### config.mk
export PLATFORM = sky130hd
export DESIGN_NAME = whack_scorer
export DESIGN_NICKNAME = d
export VERILOG_FILES = /design/src/rtl/whack_scorer.sv
export SDC_FILE = /design/constraint.sdc
export NUM_CORES = 1
export LEC_CHECK = 0
export BUFFER_PORTS_ARGS = -buffer_cell sky130_fd_sc_hd__buf_2
export CAP_MARGIN = 20
export CORE_UTILIZATION = 62
export CTS_CLUSTER_DIAMETER = 100
export DETAILED_ROUTE_END_ITERATION = 10
export GPL_TIMING_DRIVEN = 0
export PLACE_DENSITY = 0.8
export SLEW_MARGIN = 10
export SYNTH_ARGS = -nofsm -noshare
export SYNTH_HDL_FRONTEND = slang
export SYNTH_SLANG_ARGS = --single-unit
### constraint.sdc
create_clock -name clk -period 11.2 [get_ports clk]
set_input_delay 1.12 -clock clk [delete_from_list [all_inputs] [get_ports clk]]
set_output_delay 1.12 -clock clk [all_outputs]
set_load 0.05 [all_outputs]
### src/rtl/whack_scorer.sv
// Player-side scorer for whack-a-mole: synchronizes and debounces the buttons,
// classifies presses against the lit moles, and keeps hit mask, BCD score and strikes.
module whack_scorer #(
  parameter int N_MOLES      = 10,
  parameter int DEBOUNCE_CYC = 500000,
  parameter int MAX_STRIKES  = 3
) (
  input  logic               clk,
  input  logic               rst,
  input  logic [N_MOLES-1:0] moles,
  input  logic               round_start,
  input  logic [N_MOLES-1:0] buttons,
  output logic [N_MOLES-1:0] hit_mask,
  output logic [15:0]        score,
  output logic [2:0]         strikes,
  output logic               game_over,
  output logic               hit_pulse,
  output logic               miss_pulse
);

  localparam int CNT_W = $clog2(DEBOUNCE_CYC);
  localparam int PC_W  = $clog2(N_MOLES + 1);
  localparam logic [CNT_W-1:0] CNT_LAST = CNT_W'(DEBOUNCE_CYC - 1);
  localparam logic [2:0]       STRIKE_LIMIT = 3'(MAX_STRIKES);

  typedef enum logic [1:0] {IDLE, PLAY, OVER} state_t;

  state_t             state, state_nx;
  logic [N_MOLES-1:0] sync_a, sync_b;
  logic [N_MOLES-1:0] deb, deb_q;
  logic [CNT_W-1:0]   cnt [N_MOLES];
  logic [N_MOLES-1:0] press, eff_mask, hits, misses;
  logic [N_MOLES-1:0] mask_nx;
  logic [15:0]        score_nx;
  logic [2:0]         strikes_nx;
  logic               hit_nx, miss_nx;

  function automatic logic [PC_W-1:0] popcount(input logic [N_MOLES-1:0] v);
    logic [PC_W-1:0] c;
    c = '0;
    for (int i = 0; i < N_MOLES; i++) c = c + PC_W'(v[i]);
    return c;
  endfunction

  // Decimal add of a small count with the carry rippled through all four digits;
  // a carry out of the top digit means the true sum exceeds 9999.
  function automatic logic [15:0] bcd_add(input logic [15:0] s, input logic [PC_W-1:0] n);
    logic [4:0]  carry;
    logic [4:0]  dsum;
    logic [15:0] r;
    carry = 5'(n);
    r     = '0;
    for (int d = 0; d < 4; d++) begin
      dsum = 5'(s[4*d +: 4]) + carry;
      if (dsum >= 5'd10) begin
        r[4*d +: 4] = 4'(dsum - 5'd10);
        carry       = 5'd1;
      end else begin
        r[4*d +: 4] = dsum[3:0];
        carry       = 5'd0;
      end
    end
    if (carry != 5'd0) r = 16'h9999;
    return r;
  endfunction

  // NOTE: sequential state uses non-blocking assignments so every flop samples
  // the pre-edge value of the others, matching real hardware ordering.
  always_ff @(posedge clk or posedge rst) begin
    if (rst) begin
      sync_a <= '0;
      sync_b <= '0;
      deb    <= '0;
      deb_q  <= '0;
      for (int i = 0; i < N_MOLES; i++) cnt[i] <= '0;
    end else begin
      sync_a <= buttons;
      sync_b <= sync_a;
      deb_q  <= deb;
      for (int i = 0; i < N_MOLES; i++) begin
        if (sync_b[i] == deb[i]) begin
          cnt[i] <= '0;
        end else if (cnt[i] == CNT_LAST) begin
          deb[i] <= sync_b[i];
          cnt[i] <= '0;
        end else begin
          cnt[i] <= cnt[i] + CNT_W'(1);
        end
      end
    end
  end

  assign press    = deb & ~deb_q;
  assign eff_mask = round_start ? '0 : hit_mask;
  assign hits     = press & moles & ~eff_mask;
  assign misses   = press & ~moles;

  // NOTE: every always_comb output gets a default first so no path leaves it
  // unassigned, which would otherwise infer a latch.
  always_comb begin
    state_nx   = state;
    mask_nx    = hit_mask;
    score_nx   = score;
    strikes_nx = strikes;
    hit_nx     = 1'b0;
    miss_nx    = 1'b0;
    case (state)
      IDLE: begin
        if (round_start) state_nx = PLAY;
      end
      PLAY: begin
        mask_nx = eff_mask | hits;
        if (|hits) begin
          score_nx = bcd_add(score, popcount(hits));
          hit_nx   = 1'b1;
        end
        if (|misses) begin
          strikes_nx = strikes + 3'd1;
          miss_nx    = 1'b1;
          if (strikes_nx == STRIKE_LIMIT) state_nx = OVER;
        end
      end
      OVER: ;
      default: state_nx = IDLE;
    endcase
  end

  always_ff @(posedge clk or posedge rst) begin
    if (rst) begin
      state      <= IDLE;
      hit_mask   <= '0;
      score      <= '0;
      strikes    <= '0;
      game_over  <= 1'b0;
      hit_pulse  <= 1'b0;
      miss_pulse <= 1'b0;
    end else begin
      state      <= state_nx;
      hit_mask   <= mask_nx;
      score      <= score_nx;
      strikes    <= strikes_nx;
      game_over  <= (state_nx == OVER);
      hit_pulse  <= hit_nx;
      miss_pulse <= miss_nx;
    end
  end

endmodule
# Word level (Yosys, flattened, before mapping)
# Cells that the tools add are included.
# word_totals
output_inout_bits,32
reg_bits,264
word_cells,166
# classes
n_addsub,28
n_lt_le_gt_ge,4
n_reduce_logical,16
bitwise_logic,18
n_mux,46
n_eq_ne,24
# ops
operator,count
two-way mux 19 bit,20
"adder 19 x 1 -> 19 bit, second input constant",10
"equality test 19 bit, second input constant",10
AND 10 bit,4
two-way mux 5 bit,8
inverter 10 bit,3
adder 4 x 1 -> 4 bit,6
AND reduction 2 bit,12
">= comparator 5 x 4 -> 1 bit, second input constant",4
OR reduction 10 bit,2
two-way mux 16 bit,1
two-way mux 4 bit,4
"subtractor 4 bit, second input constant",4
adder 4 x 5 -> 5 bit,3
equality test 1 bit,10
two-way mux 10 bit,1
inverter 1 bit,10
OR 10 bit,1
two-way mux 1 bit,8
two-way mux 2 bit,3
case mux 2 bit (3 select lines),1
adder 4 x 4 -> 5 bit,1
nonzero test 5 bit,1
adder 3 x 1 -> 4 bit,1
other kinds (7),8

# Longest topological paths before layout
# Gate-level depths: netlist of the first run.
# depth
depth_word,35
mapped_depth,35
depth_no_buf,35

# Worst setup path before layout of the first run
# No wires, ideal clock.
# synth_path
path_kind,input-to-reg
start,input port moles[0]
end,register score[7]
t_required_ns,11.114
path_buffers,1
setup_ns,0.086
arrival_time_ns,8.455
path_stages,35
slack_ns,2.660
cell_sequence,nand3b_1 > a21oi_1 > inv_1 > fa_1 > fa_1 > inv_1 > fa_1 > inv_1 > fa_1 > fa_1 > xor2_1 > ha_1 > nor4bb_1 > a41o_1 > nor3_2 > ha_1 > ha_1 > xnor2_1 > ha_1 > a21o_1 > nand2_1 > ha_1 > ha_1 > xnor2_1 > ha_1 > a21o_1 > nand2_1 > ha_1 > ha_1 > inv_1 > a21boi_0 > o22a_1 > buf_1 > nor2_1 > o221ai_2
# synth_via
elab_chain_cells,33
# synth_lines
item,line_no,source
from (decl),10,"input logic [N_MOLES-1:0] moles,"
AND 10 bit (*) (2 in series),95,assign hits = press & moles & ~eff_mask;
adder 1 x 1 -> 2 bit,41,for (int i = 0; i < N_MOLES; i++) c = c + PC_W'(v[i]);
adder 2 x 1 -> 3 bit,41,
adder 3 x 1 -> 4 bit,41,
adder 4 x 1 -> 4 bit (6 in series),41,
adder 4 x 4 -> 5 bit,54,dsum = 5'(s[4*d +: 4]) + carry;
>= comparator 5 x 4 -> 1 bit,55,if (dsum >= 5'd10) begin
two-way mux 1 bit,55,
[11 not listed],n/a,
two-way mux 5 bit,107,case (state)
adder 4 x 5 -> 5 bit,54,
>= comparator 5 x 4 -> 1 bit,55,
two-way mux 1 bit,55,
two-way mux 5 bit,113,if (|hits) begin
two-way mux 5 bit,107,
nonzero test 5 bit,63,if (carry != 5'd0) r = 16'h9999;
two-way mux 16 bit,63,
to (signal assigned),140,score <= score_nx;
to (decl),14,"output logic [15:0] score,"
# Mark *: on every way between the ends. The rest lies on a longest branch, timed or not. The select of a mux whose other input is x is not followed.
# A chain may end at the register's enable or synchronous reset.

# Worst setup path after layout of the first run
# Ends and elaborated chain as after synthesis.

==> results of run 1 <==
logic make-up after synthesis:
family	after synthesis	share of synthesized area
buffers and inverters	73	0.0260
and+or+nand+nor	646	0.248
xor gates and xnor gates	188	0.129
AOI/OAI and AO/OA	68	0.0341
DFF	264	0.516
muxes	12	0.0105
adders and majority gates	33	0.0364
per-layer routing:
| layer | GRT usage | up-vias |
|---|---|---|
| met5 | 0 | - |
| met4 | 0.0516 | 0 |
| met3 | 0.0326 | 32 |
| met2 | 0.393 | 141 |
| met1 | 0.332 | 4427 |
| li1 | - | 4500 |
cell usage after synthesis (16+ instances only):
library cell,n
dfrtp_1,264
nor2_1,248
nand2_1,118
xor2_1,96
xnor2_1,92
nand3_1,77
inv_1,46
nand4_1,35
ha_1,26
o21ai_0,22
nor4_1,21
and3_1,20
buf_2,19
nor3_1,18
a21oi_1,16
worst paths after layout:
kind | slack [ns] | start | depth (start not counted) | endpoint
max in group asynchronous | 9.30 | rst | 4 | cnt[92]
setup reg to reg | 2.24 | deb_q[0] | 35 | score[7]
min in group asynchronous | 0.63 | rst | 2 | cnt[161]
hold reg to reg | 0.34 | sync_a[2] | 0 | sync_b[2]
setup / recovery | 2.01 | moles[0] | 36 | score[7]
hold / removal | 0.34 | sync_a[2] | 0 | sync_b[2]
metrics by stage:
stage          total power (W)  std cells  setup slack [ns]   util  cell area, µm²
2_1_floorplan          0.00103       1284              2.66      -           12800
3_3_place_gp           0.00105       1608             0.178  0.662           13400
3_5_place_dp           0.00106       1610              1.65  0.666           13500
4_1_cts                0.00204       1662              2.11  0.715           14500
5_1_grt                0.00209       1662              1.39  0.715           14500
6_report               0.00202       1664              2.01  0.715           14500
layout make-up:
class | instances | area [µm²] | area share
Antenna cell | 2 | 5.00 | 0.000346
Buffer | 26 | 156 | 0.0108
Clock buffer | 42 | 845 | 0.0584
Clock inverter | 10 | 156 | 0.0108
Inverter | 47 | 184 | 0.0127
Multi-Input combinational cell | 947 | 5860 | 0.405
Sequential cell | 264 | 6610 | 0.456
Tap cell | 270 | 338 | 0.0233
Timing Repair Buffer | 56 | 325 | 0.0225
registers in the layout, indices dropped and copies added, names as in the netlist:
name / count
hit_pulse: 1
sync_b: 10
deb: 10
miss_pulse: 1
score: 16
cnt: 190
state: 2
deb_q: 10
game_over: 1
hit_mask: 10
strikes: 3
sync_a: 10
power breakdown:
part,switching (W),total [W],internal (W)
sequential,0.0000111,0.000977,0.000966
clock,0.000375,0.000987,0.000612
combinational,0.0000416,0.0000601,0.0000185
total,0.000427,0.00202,0.00160
==> results.md, run 1 <==
- Number of cells produced by synthesis: 1284
- Main synth FF type: dfrtp_1
- Most frequent cells in the layout: 264 x dfrtp_1, 248 x nor2_1, 118 x nand2_1
- Slowest Stage Delay on Critical Path: 0.56 ns
- Final setup violation count: 0
- Most common cell after layout, fill and taps aside: dfrtp_1
- Largest net degree at the start of global routing: 101
- Post-DRT Antenna Nets: 0
- Area leader, netlist: dfrtp_1
- Hold Vio Cnt, Final: 0
- Final net count: 1426
- CP most frequent cell: ha_1
- Ports: 55
- Headroom to the max-slew limit: 0.533
- Number of global-route vias before repair: 8952
- Clock transition at the registers of the reported paths: roughly 0.060 ns
- CTS sink cnt: around 260
- Tmin final: 9.19 ns
- CP required: 11.64 ns
- RSZ-0062 raised after global routing: false
- Fin. max-slew vios: 0
- Sequential area share after synthesis: 0.516
- # port buffers: 54
- Crit end category: flip-flop
- Vias per Instance: 5.47
- Worst Path Max Fanout: 10
- Fmax: about 110 MHz
- H-tree Lvls: 1
- Actual slew at the worst max-slew pin: 0.697 ns
- Final worst-path cycle share: 0.820
- Worst skew pair latency: between 0.5 and 0.6 ns
- CTS Buf Count: 28
- DIE AREA: around 21000 µm²
- Clk root buf: clkbuf_16
- First-pass GRT wire length: about 42 mm
- Filler instances: 1441
- Count of cell types in the netlist: 63
- Fin Setup TNS: 0 ns
- GPL Wtd Cong: around 0.9
- Synth top area cells: dfrtp_1 52%, nor2_1 7.3%, xor2_1 6.6%
- Crit path arrival time: a little under 10 ns
- Layout cells sized above 1: 0.123
- Critical path buffer and inverter count: 6
- Avg Cell Area, Syn: approximately 10 µm²
- Synthesized flop and latch total: 264
- CTS tree: yes
- Max Cap Viol: 0
- First drt pass iteration count: 8
- Yosys top cell area share: 0.516
- Setup Buffers After CTS: 0
- Clk_skew: slightly below 0.01 ns
- Total Routing Usage GR: 0.236
- Status: finished clean
- Cell Rows: 52
- Yosys warning count: 0
- Hold/Removal Path Class: flip-flop to flip-flop
- Avg WL per Cell: about 14 µm
- Leakage: 6.47 nW
- Met2 wire length: 11.4 mm
- Cell Area, Synth: roughly 13000 µm²
- Vias post-DR: between 9000 and 10000
- Hold WS: ~0.34 ns
- Die X: about 150 µm
- Share of synthesized registers carrying an async set or reset: 1.00
- Worst vdd ir: 0.000137 V
- Uppermost routed layer: met4
- Crit Path Class: input pin to flip-flop
- Initial Util: 0.632
- CTS resizes: 0
- Gr ovfl total: 0
- Area Growth Syn to Fin: 13.1%
- M1 WL: 11.4 mm
- Crit-path slowest cell: fa_1
- Maximum root-to-sink buffer count: 3
- Pwr dens: ~140 nW/µm²
- Setup crit start kind: input pin
- Detail Placement HPWL: 16.6 mm
- Chip height: roughly 150 µm
- Hold_buf cts: 0
- # DRC: 0
- Initial DRC count: between 500 and 600
- Wire length on met3: 848 µm
- Initial antenna violation count: 1
- Syn Nets: 1340
- CP top delay family: adder cells
- Count of flip-flops with a built-in enable after synthesis: 0
- Core area: 20200 µm²
- Final Routed Wirelength: 24.1 mm
Power figures use the tool's default switching activity.
==> inputs of run 2 (changes only) <==
ABC_AREA = 1   (was unset)
CORE_UTILIZATION = 56   (was 62)
PLACE_DENSITY = 0.76   (was 0.8)
clock period = 7.35 ns   (was 11.2 ns; I/O delays follow)
==> run 2 against run 1 <==
Die area increased by 22%. Utilization decreased by 5.1 points. Clock skew is 0.0014 ns higher. Largest cell class is now multi-input gates.
==> results.md, run 2 <==
- Status: finished clean
- Top cells by count, synth: 370 x nand2_1, 303 x nor2_1, 264 x dfrtp_1, 245 x inv_1, 124 x nand3_1
- Worst Path Max Fanout: 4 (-6)
- Fin. max-slew vios: 0 (unchanged)
- Headroom to the max-slew limit: 0.667 (+0.134)
- Count of cell types in the netlist: 43 (-32%)
- DIE AREA: 25800 µm² (+22%)
- Largest register by flop count: cnt
- Area leader, netlist: dfrtp_1
- Max Cap Viol: 0 (unchanged)
- Worst setup path end: score[3]
- Fmax: 142 MHz
- Actual slew at the worst max-slew pin: 0.499 ns (-0.198 ns)
- CTS sink cnt: 264 (unchanged)
- Final core occ: 0.664 (-0.0512)
- Crit-path slowest cell: fa_1
- Post-synthesis adder-cell area fraction: 0.0331 (-0.00332)
- # port buffers: 54 (unchanged)
- Yosys top cell area share: 0.469 (-0.0472)
- Final Non-Filler Cells: 2243 (+35%)
- Clock transition at the registers of the reported paths: 0.06 ns (about the same)
- Most common cell after layout, fill and taps aside: nand2_1
- CTS Buf Count: 30 (+7.1%)
- Count of flip-flops with a built-in enable after synthesis: 0 (unchanged)
- Area Growth Syn to Fin: 15.3%
- Initial antenna violation count: 2 (+1)
- Final Routed Wirelength: 31.4 mm (+30%)
- Largest family of logic cells by synthesized area: simple AND/OR/NAND/NOR gates
- Reg2reg start: deb[0]
- H-tree Lvls: 1 (unchanged)
- Hold/Removal Path Class: input pin to async pin
- Hold Vio Cnt, Final: 0 (unchanged)
- Most frequent cells in the layout: 363 x nand2_1, 300 x nor2_1, 262 x dfrtp_1
- Pwr dens: 194 nW/µm² (+39%)
- Main synth FF type: dfrtp_1
- Crit end category: flip-flop
- Crit path arrival time: 7.50 ns (-2.13 ns)
- Chip height: 161 µm (+10%)
- Syn Nets: 1843 (+38%)
- Reg area: 6610 µm² (about the same)
- First-pass GRT wire length: 53.7 mm (+28%)
- Clk root buf: clkbuf_16
- Number of global-route vias before repair: 11625 (+30%)
- Avg Cell Area, Syn: 7.88 µm² (-21%)
- Cell Rows: 57 (+9.6%)
- Final setup violation count: 0 (unchanged)
- Synth top area cells: dfrtp_1 47%, nand2_1 9.9%, nor2_1 8.1%
- Largest net degree at the start of global routing: 41 (-59%)
- Share of synthesized registers carrying an async set or reset: 1.00 (unchanged)
- Placed cell count: 2172 (+35%)
- Total Routing Usage GR: 0.248 (+0.0124)
- Gr ovfl total: 0 (unchanged)
- Core area: 24500 µm² (+21%)
- Initial Util: 0.576 (-0.0567)
- Leakage: 7.34 nW (+13%)
- # DRC: 0 (unchanged)
- FF-to-FF setup slack: 0.29 ns (-1.95 ns)
- Worst skew pair latency: 0.56 ns (+0.03 ns)
- Largest register FFs: 190 (unchanged)
- Die X: 161 µm (+10%)
- Cell Area, Synth: 14100 µm² (+10%)
- Maximum root-to-sink buffer count: 3 (unchanged)
- CTS tree: yes
- Detail Placement HPWL: 22.6 mm (+36%)
- Tmin final: between 7 and 8 ns
- Footprint of the multi-input gates: 6670 µm² (+14%)
- Initial DRC count: 869 (+54%)
- Avg WL per Cell: 14.0 µm (-3.2%)
- First drt pass iteration count: 5 (-3)
- Top-count cell post-synth: nand2_1
- Sequential area share after synthesis: 0.469 (-0.0472)
- Vias per Instance: 5.41 (-1.1%)
- Synth Area in XOR/XNOR: 0.0479 (-0.0808)
- Hold WS: 0.204 ns (-0.140 ns)
- Layout cells sized above 1: 0.101 (-0.0216)
- Synthesized flop and latch total: 264 (unchanged)
- Worst reg-to-reg path cell count: 45 (+29%)
- Worst vdd ir: 0.000197 V (+44%)
- Mux contribution to synthesized area: 0.00240 (-0.00806)
- Reg-to-Reg End: score[3]
- Crit Path Class: flip-flop to flip-flop
- Synth Area in Compound Gates: 0.0539 (+0.0198)
- Yosys warning count: 0 (unchanged)
- Number of cells produced by synthesis: 1787 (+39%)
- Slowest Stage Delay on Critical Path: 0.55 ns (about the same)
- Area after DPL: 14900 µm² (+11%)
- Final net count: 1949 (+37%)
- CP required: 7.79 ns (-3.85 ns)
- Vias post-DR: 12132 (+33%)
- CP most frequent cell: nand2_1
- Ports: 55 (unchanged)
- Setup crit start kind: flip-flop
- Largest regs: cnt (190), score (16)
- GPL Wtd Cong: 0.964 (+8.6%)
- Synth Area in Simple Gates: 0.324 (+0.0755)
- Hold_buf cts: 0 (unchanged)
- Final instance area: 16200 µm² (+12%)
- CP Launch Point: deb[0]
- Clk_skew: 0.0114 ns (+0.00144 ns)
- Final worst-path cycle share: 0.960
- Post-DRT Antenna Nets: 0 (unchanged)
- Filler instances: 2055 (+43%)
## run 2: cell count changes in the layout (fill, tap and decap cells not counted), sizes merged, moves of 15 or more
cell	before	now
a21oi	16	53
and3	20	2
and4	15	0
inv	48	245
nand2	121	376
nand3	77	126
nand4	36	84
nor2	249	307
nor3	20	85
o21ai	29	52
xnor2	92	7
xor2	96	70
## run 2: final cells by class
type,count,share of cell area
flip-flops and latches,264,0.407
diodes,2,0.000308
clock inverters,18,0.0131
multi-input cells,1267,0.410
clock buffers,38,0.0518
inverters,249,0.0579
repair buffers,74,0.0314
plain buffers,7,0.00316
well taps,324,0.0250
## run 2: cells by family (layout without fill, tap and decap cells)
kind of cell | after synthesis | in the layout
AND/OR/NAND/NOR | 1017 | 1017
flip-flops | 264 | 264
buffers and inverters | 256 | 386
AO/OA/AOI/OAI | 137 | 137
XOR/XNOR | 77 | 77
adder cells (fa/ha/maj) | 33 | 33
multiplexers | 3 | 3
other | 0 | 2
## run 2: routing by layer
layer	track usage	up-vias	share of wire
met1	0.342	5718	0.45
li1	-	6035	-
met2	0.410	327	0.47
met4	0.0736	0	0.020
met3	0.0336	52	0.054
met5	0	-	0
## run 2: report_power, final
| part | switching, W | leakage (nW) | total (W) | internal [W] |
|---|---|---|---|---|
| clock | 0.000608 | 0.515 | 0.00156 | 0.000951 |
| sequential | 0.0000183 | 3.61 | 0.00149 | 0.00147 |
| combinational | 0.0000718 | 3.22 | 0.000102 | 0.0000305 |
| total | 0.000698 | 7.34 | 0.00315 | 0.00245 |
## run 2: how the worst min path moves through the flow
stage / startpoint / to / slack (ns)
after global routing: rst / cnt[16] / 0.24
after global placement: sync_a[4] / sync_b[4] / 0.33
final: rst / cnt[16] / 0.20
after detailed placement: sync_a[0] / sync_b[0] / 0.34
after floorplan: sync_a[0] / sync_b[0] / 0.33
after CTS: rst / cnt[16] / 0.21
## run 2: through the flow
stage	worst slack [ns]	total power, W	TNS (ns)
after global routing	-0.111	0.00326	-1.05
after detailed placement	-0.884	0.00162	-12.00
after floorplan	0.00581	0.00158	0
after CTS	0.00307	0.00319	0
after global placement	-0.730	0.00161	-9.47
final	0.293	0.00315	0
## run 2: critical path: cells and delay by family, from the launching register on
family	cells	cell delay, ns
adder cells (fa/ha/maj)	13	3.70
buffers and inverters	9	0.58
XOR/XNOR	1	0.22
AO/OA/AOI/OAI	1	0.24
AND/OR/NAND/NOR	21	1.79
flip-flops	1	0.42
## run 2: timing repair
item	4_1_cts	5_1_grt
endpoints found under the setup margin	14	16
gates resized for setup	18	23
pin swaps	3	12
gates cloned	0	1
hold endpoints to repair	0	0
buffers inserted	3	9
